$ cat config.mk
export PLATFORM = sky130hd
export DESIGN_NAME = serial_subtractor
export DESIGN_NICKNAME = d
export VERILOG_FILES = /design/src/rtl/serial_subtractor.sv
export SDC_FILE = /design/constraint.sdc
export NUM_CORES = 1
export LEC_CHECK = 0
export ABC_AREA = 1
export BUFFER_PORTS_ARGS = -buffer_cell sky130_fd_sc_hd__buf_4
export CORE_ASPECT_RATIO = 1.5
export CORE_UTILIZATION = 40
export CTS_BUF_LIST = sky130_fd_sc_hd__clkbuf_4 sky130_fd_sc_hd__clkbuf_8 sky130_fd_sc_hd__clkbuf_16
export DETAILED_ROUTE_END_ITERATION = 8
export GPL_TIMING_DRIVEN = 0
export SYNTH_ARGS = -nofsm -noshare
export SYNTH_HDL_FRONTEND = slang
export SYNTH_SLANG_ARGS = --single-unit
$ cat constraint.sdc
create_clock -name clk -period 3.29 [get_ports clk]
set_input_delay 0.658 -clock clk [delete_from_list [all_inputs] [get_ports clk]]
set_output_delay 0.658 -clock clk [all_outputs]
set_load 0.03 [all_outputs]
$ cat src/rtl/serial_subtractor.sv
// Bit-serial two's-complement subtractor: diff = a - b - bin, LSB first, one full-subtractor
// cell and a registered borrow, with valid/ready handshakes on both sides.
module serial_subtractor #(
    parameter int unsigned WIDTH = 8
) (
    input  logic             clk,
    input  logic             rst_n,
    input  logic             in_valid,
    output logic             in_ready,
    input  logic [WIDTH-1:0] a,
    input  logic [WIDTH-1:0] b,
    input  logic             bin,
    output logic             out_valid,
    input  logic             out_ready,
    output logic [WIDTH-1:0] diff,
    output logic             bout,
    output logic             ovf,
    output logic             zero
);

    localparam int unsigned CW = $clog2(WIDTH) + 1;

    typedef enum logic [1:0] {
        IDLE  = 2'd0,
        SHIFT = 2'd1,
        DONE  = 2'd2
    } state_t;

    state_t           state;
    state_t           state_nxt;
    logic [WIDTH-1:0] a_sh;
    logic [WIDTH-1:0] b_sh;
    logic [WIDTH-1:0] d_sh;
    logic [WIDTH-1:0] d_sh_nxt;
    logic             br;
    logic             br_nxt;
    logic             d_bit;
    logic [CW-1:0]    cnt;
    logic             last_step;

    // Full-subtractor cell on the current LSBs
    always_comb begin
        d_bit     = a_sh[0] ^ b_sh[0] ^ br;
        br_nxt    = (~a_sh[0] & b_sh[0]) | (~(a_sh[0] ^ b_sh[0]) & br);
        d_sh_nxt  = {d_bit, d_sh[WIDTH-1:1]};
        last_step = (cnt == CW'(WIDTH - 1));
    end

    // State register
    always_ff @(posedge clk or negedge rst_n) begin
        if (!rst_n) begin
            state <= IDLE;
        end else begin
            state <= state_nxt;
        end
    end

    // Next-state logic
    always_comb begin
        state_nxt = state;
        case (state)
            IDLE:    if (in_valid)  state_nxt = SHIFT;
            SHIFT:   if (last_step) state_nxt = DONE;
            DONE:    if (out_ready) state_nxt = IDLE;
            default: state_nxt = IDLE;
        endcase
    end

    // Handshake outputs decoded from state
    always_comb begin
        in_ready  = 1'b0;
        out_valid = 1'b0;
        case (state)
            IDLE:    in_ready  = 1'b1;
            DONE:    out_valid = 1'b1;
            default: ;
        endcase
    end

    // Operand shift registers, borrow, step counter and result registers
    always_ff @(posedge clk or negedge rst_n) begin
        if (!rst_n) begin
            a_sh <= '0;
            b_sh <= '0;
            d_sh <= '0;
            br   <= 1'b0;
            cnt  <= '0;
            diff <= '0;
            bout <= 1'b0;
            ovf  <= 1'b0;
            zero <= 1'b0;
        end else begin
            case (state)
                IDLE: begin
                    if (in_valid) begin
                        a_sh <= a;
                        b_sh <= b;
                        br   <= bin;
                        cnt  <= '0;
                    end
                end
                SHIFT: begin
                    a_sh <= a_sh >> 1;
                    b_sh <= b_sh >> 1;
                    d_sh <= d_sh_nxt;
                    br   <= br_nxt;
                    cnt  <= cnt + CW'(1);
                    // On the last step br is the borrow into the MSB cell
                    if (last_step) begin
                        diff <= d_sh_nxt;
                        bout <= br_nxt;
                        ovf  <= br ^ br_nxt;
                        zero <= (d_sh_nxt == '0);
                    end
                end
                default: ;
            endcase
        end
    end

endmodule

# ---- Word-level counts from Yosys, hierarchy flattened
# Cells that the tools add are included.
dict set report totals {
  reg_bits 42
  in_bits 21
  elab_cells 45
}
dict set report classes {
  n_addsub 1
  n_eq_ne 6
  muxes 14
  bitwise_logic 8
  n_reduce_logical 6
}
# op count
set op_table {}
lappend op_table {{8-bit case mux with 2 select lines} 2}
lappend op_table {{8-bit 2-to-1 mux} 2}
lappend op_table {{8-bit logical NOT} 1}
lappend op_table {{4-bit case mux with 2 select lines} 1}
lappend op_table {{2-bit 2-to-1 mux} 3}
lappend op_table {{2-bit inequality test (second input constant)} 3}
lappend op_table {{2-bit case mux with 3 select lines} 1}
lappend op_table {{4-bit by 1-bit adder with 4-bit output (second input constant)} 1}
lappend op_table {{4-bit by 3-bit == test with 1-bit output (second input constant)} 1}
lappend op_table {{4-bit 2-to-1 mux} 1}
lappend op_table {{2-bit AND reduction} 2}
lappend op_table {{1-bit 2-to-1 mux} 3}
lappend op_table {{3-bit AND reduction} 1}
lappend op_table {{1-bit bitwise XOR} 3}
lappend op_table {{1-bit AND} 2}
lappend op_table {{2-bit by 1-bit == test with 1-bit output (second input constant)} 1}
lappend op_table {{2-bit == test (second input constant)} 1}
lappend op_table {{2-bit logical NOT} 1}
lappend op_table {{1-bit NOT} 2}
lappend op_table {{1-bit case mux with 2 select lines} 1}
lappend op_table {{2-bit nonzero test} 1}
lappend op_table {{1-bit bitwise OR} 1}

# ---- Logic depth before layout (Yosys ltp)
# Gate-level depths: netlist of the first run.
dict set report logic_depth {
  ltp_word 5
  ltp_mapped 7
}

# ---- Worst setup path after synthesis of the first run
# No wires, ideal clock.
dict set report synth_path {
  kind {reg2out}
  startpoint {register state[1]}
  endpoint {output port out_valid}
  arrival_ns 0.908
  required_time_ns 2.632
  path_slack_ns 1.724
  stages_incl_launch_ff 3
  path_buffers 0
  path_cell_list {dfrtp_1 -> inv_2 -> nor2_1}
}
dict set report synth_between {
  elab_chain_len 2
}
# item line_no
set synth_lines {}
lappend synth_lines {{start, declared} 29} ;# state_t state;
lappend synth_lines {{start signal, assigned} 54} ;# state <= state_nxt;
lappend synth_lines {{2-bit == test} 73} ;# case (state)
lappend synth_lines {{1-bit 2-to-1 mux} 73}
lappend synth_lines {{end, declared} 13} ;# output logic out_valid,
# No other way between the ends.

# ---- Worst setup path after layout of the first run
dict set report layout_path {
  startpoint {register state[0]}
  endpoint {output port in_ready}
}
dict set report layout_between {
  elab_chain_len 2
}
# item line_no
set layout_lines {}
lappend layout_lines {{2-bit logical NOT} 73}
lappend layout_lines {{1-bit 2-to-1 mux} 73}
lappend layout_lines {{end, declared} 9} ;# output logic in_ready,
# No other way between the ends.

==> metrics.txt, run 1 <==
deepest clock path buffer count 2; Worst-Skew Late Latency 0.29 ns; unrepaired setup endpoints after global routing false; share of flip-flops with an asynchronous set or reset between 90% and 100%; worst path arrival time about 1.1 ns; skew final about 0.0083 ns; Worst path slowest cell dfrtp_1; Largest delay share family, worst path flip-flops; IO Port Bufs 33; Primary FF master, synth dfrtp_1; worst slew pin tran 0.524 ns; delay of the slowest critical-path stage roughly 0.45 ns; DRC 2; share of the synthesized area in the top cell type between 50% and 60%; Peak supply drop 0.363 mV; Worst setup SP type register; Tot GR Track Use about 17%; Synth Area per Inst slightly above 9 um2; largest cells by area after synthesis dfrtp_1, nand2_1, nand3_1; Yosys cell types 21; grt total ovfl 0; clk root buf clkbuf_8; setup TNS 0 ns; crit-path max FO 5; net count after synthesis ~230; most common cell in the netlist nand2_1; Row Count 29; Die W about 58 um; hpwl dp around 2600 um; Setup crit end kind output pin; drt first pass iters 6; number of synthesis warnings 0; Int Pwr around 1.3 mW; leak pwr around 1.1 nW; Reg clk slew, reported paths 0.08 ns; Post-synth top cells nand2_1, dfrtp_1, nand3_1; Slew headroom 65.0%; Post-synth EDFFs 0; drt via density roughly 5; Final setup violation count 0; via count about 1500; switching power share of the total approximately two fifths; Reg power frac between 30% and 40%; failing checks DRC; critical path class register to output pin; Syn Inst Count 204; outcome finished, violations left; Yosys top cell by area dfrtp_1; max frequency approximately 570 MHz; Yosys reg bits 41; cells on worst reg2reg path 7; Starting Density a little over two fifths; Total Routed Length roughly 3600 um; violation count after the first detailed-route iteration 37; Clock Sink Count 41; WHS between 0.3 and 0.4 ns; HP Class input port to asynchronous set/reset pin; first-pass GRT wire length around 6400 um; final hold violations 0; post_cts resized 0; MaxCap Viol Count 0; largest net degree at the start of global routing 42; Die Area a little under 5000 um2; Routed Antenna Nets 0; CTS tree done; reg2reg start br$_DFFE_PN0P_; initial antenna violation count 0; gpl congestion ~0.74; slack of the worst reg-to-reg path between 1.5 and 2 ns; core area around 4300 um2; fin crit share 53.6%; Switch Pwr 880 uW; vias in the first global route between 1000 and 1500; I/O pin count 34; worst path cell trace nor2_2, buf_4; DR WL/cell approximately 13 um; H-tree depth 2; Final min period approximately 1.8 ns; Num CTS Buffers 5; setup bufs post-CTS 0; Final nets ~270; pwr dens slightly below 1000 nW/um2; post-synth design cell area 1850 um2; Clock Power Share between 10% and 20%; share of cells above drive strength 1 26.9%; CP bufs+invs 1; hold_buf cts 0; combinational share of power between 40% and 50%; Die H about 85 um; antenna cells 0; Crit path required time around 2.6 ns; Slew Limit Fails 0; RR Endpoint zero$_DFFE_PN0P_; Area growth, synth to finish 22.7%; Pwr Total ~2.2 mW; post-synthesis sequential area ratio ~55%
==> per-layer routing <==
metal  vias up  part of all wire [%]  GRT usage (%)
li1        738                     -              -
met1       691                    42           19.7
met2        22                    55           30.8
met3         2                   2.5           3.66
met4         0                  0.47           6.65
met5         -                     0              0
==> cell usage in the layout (no fill, tap or decap), types with 2 or more instances in the layout <==
| cell type | instances |
|---|---|
| o21ai_1 | 10 |
| nand2_1 | 63 |
| buf_6 | 6 |
| nand3_1 | 35 |
| buf_4 | 33 |
| o211ai_1 | 2 |
| nand2_2 | 2 |
| dfrtp_1 | 41 |
| buf_2 | 3 |
| clkbuf_8 | 5 |
| inv_1 | 11 |
| inv_2 | 3 |
| nor2_1 | 11 |
| o21ai_2 | 8 |
==> cell families after synthesis <==
logic type               Yosys count  share of synthesized area [%]
AND/OR/NAND/NOR                  114                           26.7
adder cells (fa/ha/maj)            2                           1.76
AO/OA/AOI/OAI                     23                           8.25
buffers and inverters             23                           7.31
flip-flops                        41                           55.5
XOR/XNOR                           1                          0.474
==> how the worst max path moves through the flow <==
stage	slack [ns]	endpoint	cells past startpoint	from
after floorplan	1.72	out_valid	2	state[1]$_DFFE_PN0P_
after global placement	1.84	in_ready	2	state[0]$_DFFE_PN0P_
after detailed placement	1.84	in_ready	2	state[0]$_DFFE_PN0P_
after CTS	1.51	in_ready	2	state[0]$_DFFE_PN0P_
after global routing	1.47	in_ready	2	state[0]$_DFFE_PN0P_
final	1.53	in_ready	2	state[0]$_DFFE_PN0P_
==> final cells by class <==
class	instances	area [um2]
Inverter	14	52.6
Fill cell	420	2050
Sequential cell	41	1030
Timing Repair Buffer	33	248
Tap cell	46	57.6
Clock inverter	3	46.3
Clock buffer	5	68.8
Multi-Input combinational cell	140	688
Buffer	9	82.6
==> stage by stage <==
| stage | setup WS [ns] | utilization, % | instances | cell area [um2] |
|---|---|---|---|---|
| after global routing | 1.47 | 52.6 | 291 | 2270 |
| after global placement | 1.84 | 49.9 | 283 | 2150 |
| after CTS | 1.51 | 52.6 | 291 | 2270 |
| final | 1.53 | 52.6 | 291 | 2270 |
| after floorplan | 1.72 | - | 204 | 1850 |
| after detailed placement | 1.84 | 49.9 | 283 | 2150 |
==> power groups by stage <==
stage / clock, mW / sequential (mW) / combinational (mW)
6_report: 0.405 / 0.845 / 0.934
5_1_grt: 0.435 / 0.866 / 1.07
4_1_cts: 0.421 / 0.846 / 0.954
3_5_place_dp: 0 / 0.853 / 0.951
3_3_place_gp: 0 / 0.849 / 0.944
2_1_floorplan: 0 / 0.935 / 0.586
==> registers in the layout, indices dropped and copies added, names as in the netlist <==
| register | cells |
|---|---|
| a_sh | 8 |
| diff | 8 |
| bout | 1 |
| br | 1 |
| b_sh | 8 |
| zero | 1 |
| state | 2 |
| cnt | 4 |
| d_sh | 7 |
| ovf | 1 |
(Power assumes the default switching activity.)
==> inputs of run 2 (changes only) <==
clock period = 1.54 ns   (was 3.29 ns; I/O delays follow)
==> run 2 against run 1 <==
Effect of this change: hold slack worse by 0.15 ns; clock power up 110%; sequential power is 110% higher; core utilization up 0.23 points; cell count grew 0.34%; total power increased by 110%; die area did not move; register-to-register slack worse by 1.8 ns; largest power group unchanged; critical path type unchanged; the run still ends with DRC left; critical path depth did not move; final area grew 0.44%; clock skew hardly changed.
==> metrics.txt, run 2 (same netlist as run 1, synthesis figures left out) <==
outcome finished, violations left; failing checks DRC; Reg clk slew, reported paths 0.08 ns (about the same); Num CTS Buffers 5 (unchanged); unrepaired setup endpoints after global routing false; Die Area 4900 um2 (unchanged); Switch Pwr 1.88 mW (+110%); Layout Utilization 52.8% (+0.23 points); DRC 2 (unchanged); delay of the slowest critical-path stage 0.45 ns (about the same); max frequency around 710 MHz; reg2reg start br$_DFFE_PN0P_; IO Port Bufs 33 (unchanged); I/O pin count 34 (unchanged); Clock Sink Count 41 (unchanged); Worst-Skew Late Latency 0.29 ns (about the same); deepest clock path buffer count 2 (unchanged); H-tree depth 2 (unchanged); Slew headroom 65.0% (-0.075 points); Final nets 268 (+0.37%); first-pass GRT wire length 6430 um (unchanged); commonest non-fill, non-tap cell in the layout nand2_1; gpl congestion 0.740 (unchanged); critical path class register to output pin; WHS 0.187 ns (-0.150 ns); leak pwr 1.14 nW (+0.37%); vias in the first global route 1456 (unchanged); final hold violations 0 (unchanged); Routed Antenna Nets 0 (unchanged); worst slew pin tran 0.526 ns (+0.00113 ns); clk root buf clkbuf_8; Largest delay share family, worst path flip-flops; fin crit share between 90% and 100%; slack of the worst reg-to-reg path 0.21 ns (-1.75 ns); worst path arrival time 1.11 ns (about the same); worst path cell trace nor2_2, buf_4; Worst setup SP type register; Non-Filler Instances 292 (+0.34%); antenna cells 0 (unchanged); Total Routed Length 3660 um (+0.47%); Final setup violation count 0 (unchanged); Crit path required time 1.23 ns (-1.40 ns); MaxCap Viol Count 0 (unchanged); share of cells above drive strength 1 26.8% (-0.11 points); placed cell areas 2150 um2 (unchanged); grt total ovfl 0 (unchanged); Final min period roughly 1.4 ns; cells on worst reg2reg path 7 (unchanged); combinational share of power 42.8% (about the same); crit-path max FO 5 (unchanged); DR WL/cell 12.5 um (+0.12%); hpwl dp 2630 um (unchanged); Clock Power Share 18.5% (about the same); Peak supply drop 0.775 mV (+110%); Area growth, synth to finish 23.3%; Row Count 29 (unchanged); biggest regs a_sh x8, b_sh x8, diff x8; Tot GR Track Use 17.2% (unchanged); CTS tree done; Int Pwr 2.79 mW (+110%); skew final 0.00836 ns (+0.0000191 ns); drt via density 5.00 (+0.14%); Die W 57.5 um (unchanged); min-delay src out_ready; RR Endpoint zero$_DFFE_PN0P_; dpl cells 283 (unchanged); largest net degree at the start of global routing 42 (unchanged); Worst path slowest cell dfrtp_1; Endpoint, Worst Hold state[1]$_DFFE_PN0P_; Slew Limit Fails 0 (unchanged); Die H 85.3 um (unchanged); violation count after the first detailed-route iteration 38 (+2.7%); post_cts resized 0 (unchanged); initial antenna violation count 0 (unchanged); core area 4320 um2 (unchanged); Reg power frac 38.7% (about the same); worst hold stages 2; drt first pass iters 7 (+1); setup TNS 0 ns (unchanged); most frequent cells in the layout nand2_1, dfrtp_1, nand3_1; HP Class input port to register; CP bufs+invs 1 (unchanged); Starting Density 42.8% (unchanged); Final Cell Area 2280 um2 (+0.44%); switching power share of the total 40.3% (about the same); Setup crit end kind output pin; pwr dens 2050 nW/um2 (+110%); via count 1460 (+0.48%)
[run 2: cell types whose count changed in the layout (fill, tap and decap cells not counted), sizes merged]
cell | previous run | this run
dlygate4sd3 | 0 | 1
[run 2: metrics by stage]
step | setup slack (ns) | power (mW)
after detailed placement | 0.200 | 3.85
after CTS | 0.110 | 4.75
final | 0.126 | 4.67
after global routing | 0.0407 | 5.06
after floorplan | 0.198 | 3.25
after global placement | 0.218 | 3.83
[run 2: cell type report]
cell class / instances / area (um2)
sequential: 41 / 1030
multi-input combinational: 140 / 688
clock buffer: 5 / 68.8
timing repair buffer: 34 / 258
buffer: 9 / 82.6
tap: 46 / 57.6
inverter: 14 / 52.6
fill: 419 / 2040
clock inverter: 3 / 46.3
[run 2: power groups by stage]
stage | registers, mW | clock network (mW) | logic, mW
final | 1.80 | 0.866 | 2.00
after global routing | 1.85 | 0.930 | 2.28
after CTS | 1.81 | 0.899 | 2.04
after detailed placement | 1.82 | 0 | 2.03
after global placement | 1.81 | 0 | 2.02
after floorplan | 2.00 | 0 | 1.25
[run 2: metal layers]
metal / GRT usage [%] / routed length (um)
met1: 19.7 / 1540
met2: 30.8 / 2010
met3: 3.66 / 94
met4: 6.65 / 17
met5: 0 / 0
[run 2: worst max-delay path by stage]
stage	from	end	cells past startpoint
5_1_grt	br$_DFFE_PN0P_	zero$_DFFE_PN0P_	7
6_report	state[0]$_DFFE_PN0P_	in_ready	2
3_3_place_gp	cnt[0]$_DFFE_PN0P_	bout$_DFFE_PN0P_	7
2_1_floorplan	state[0]$_DFFE_PN0P_	a_sh[0]$_DFFE_PN0P_	6
3_5_place_dp	cnt[0]$_DFFE_PN0P_	diff[0]$_DFFE_PN0P_	7
4_1_cts	state[0]$_DFFE_PN0P_	in_ready	2
[run 2: what timing repair did]
item                      4_1_cts  5_1_grt
hold endpoints to repair       14        0
hold buffers                    1        0
setup buffers                   0        0
[run 2: worst register-to-register path, delay by kind of cell (launching register included)]
family,cells,cell delay [ns]
adders and majority gates,1,0.42
buffers and inverters,1,0.08
DFF,1,0.41
and+or+nand+nor,5,0.38
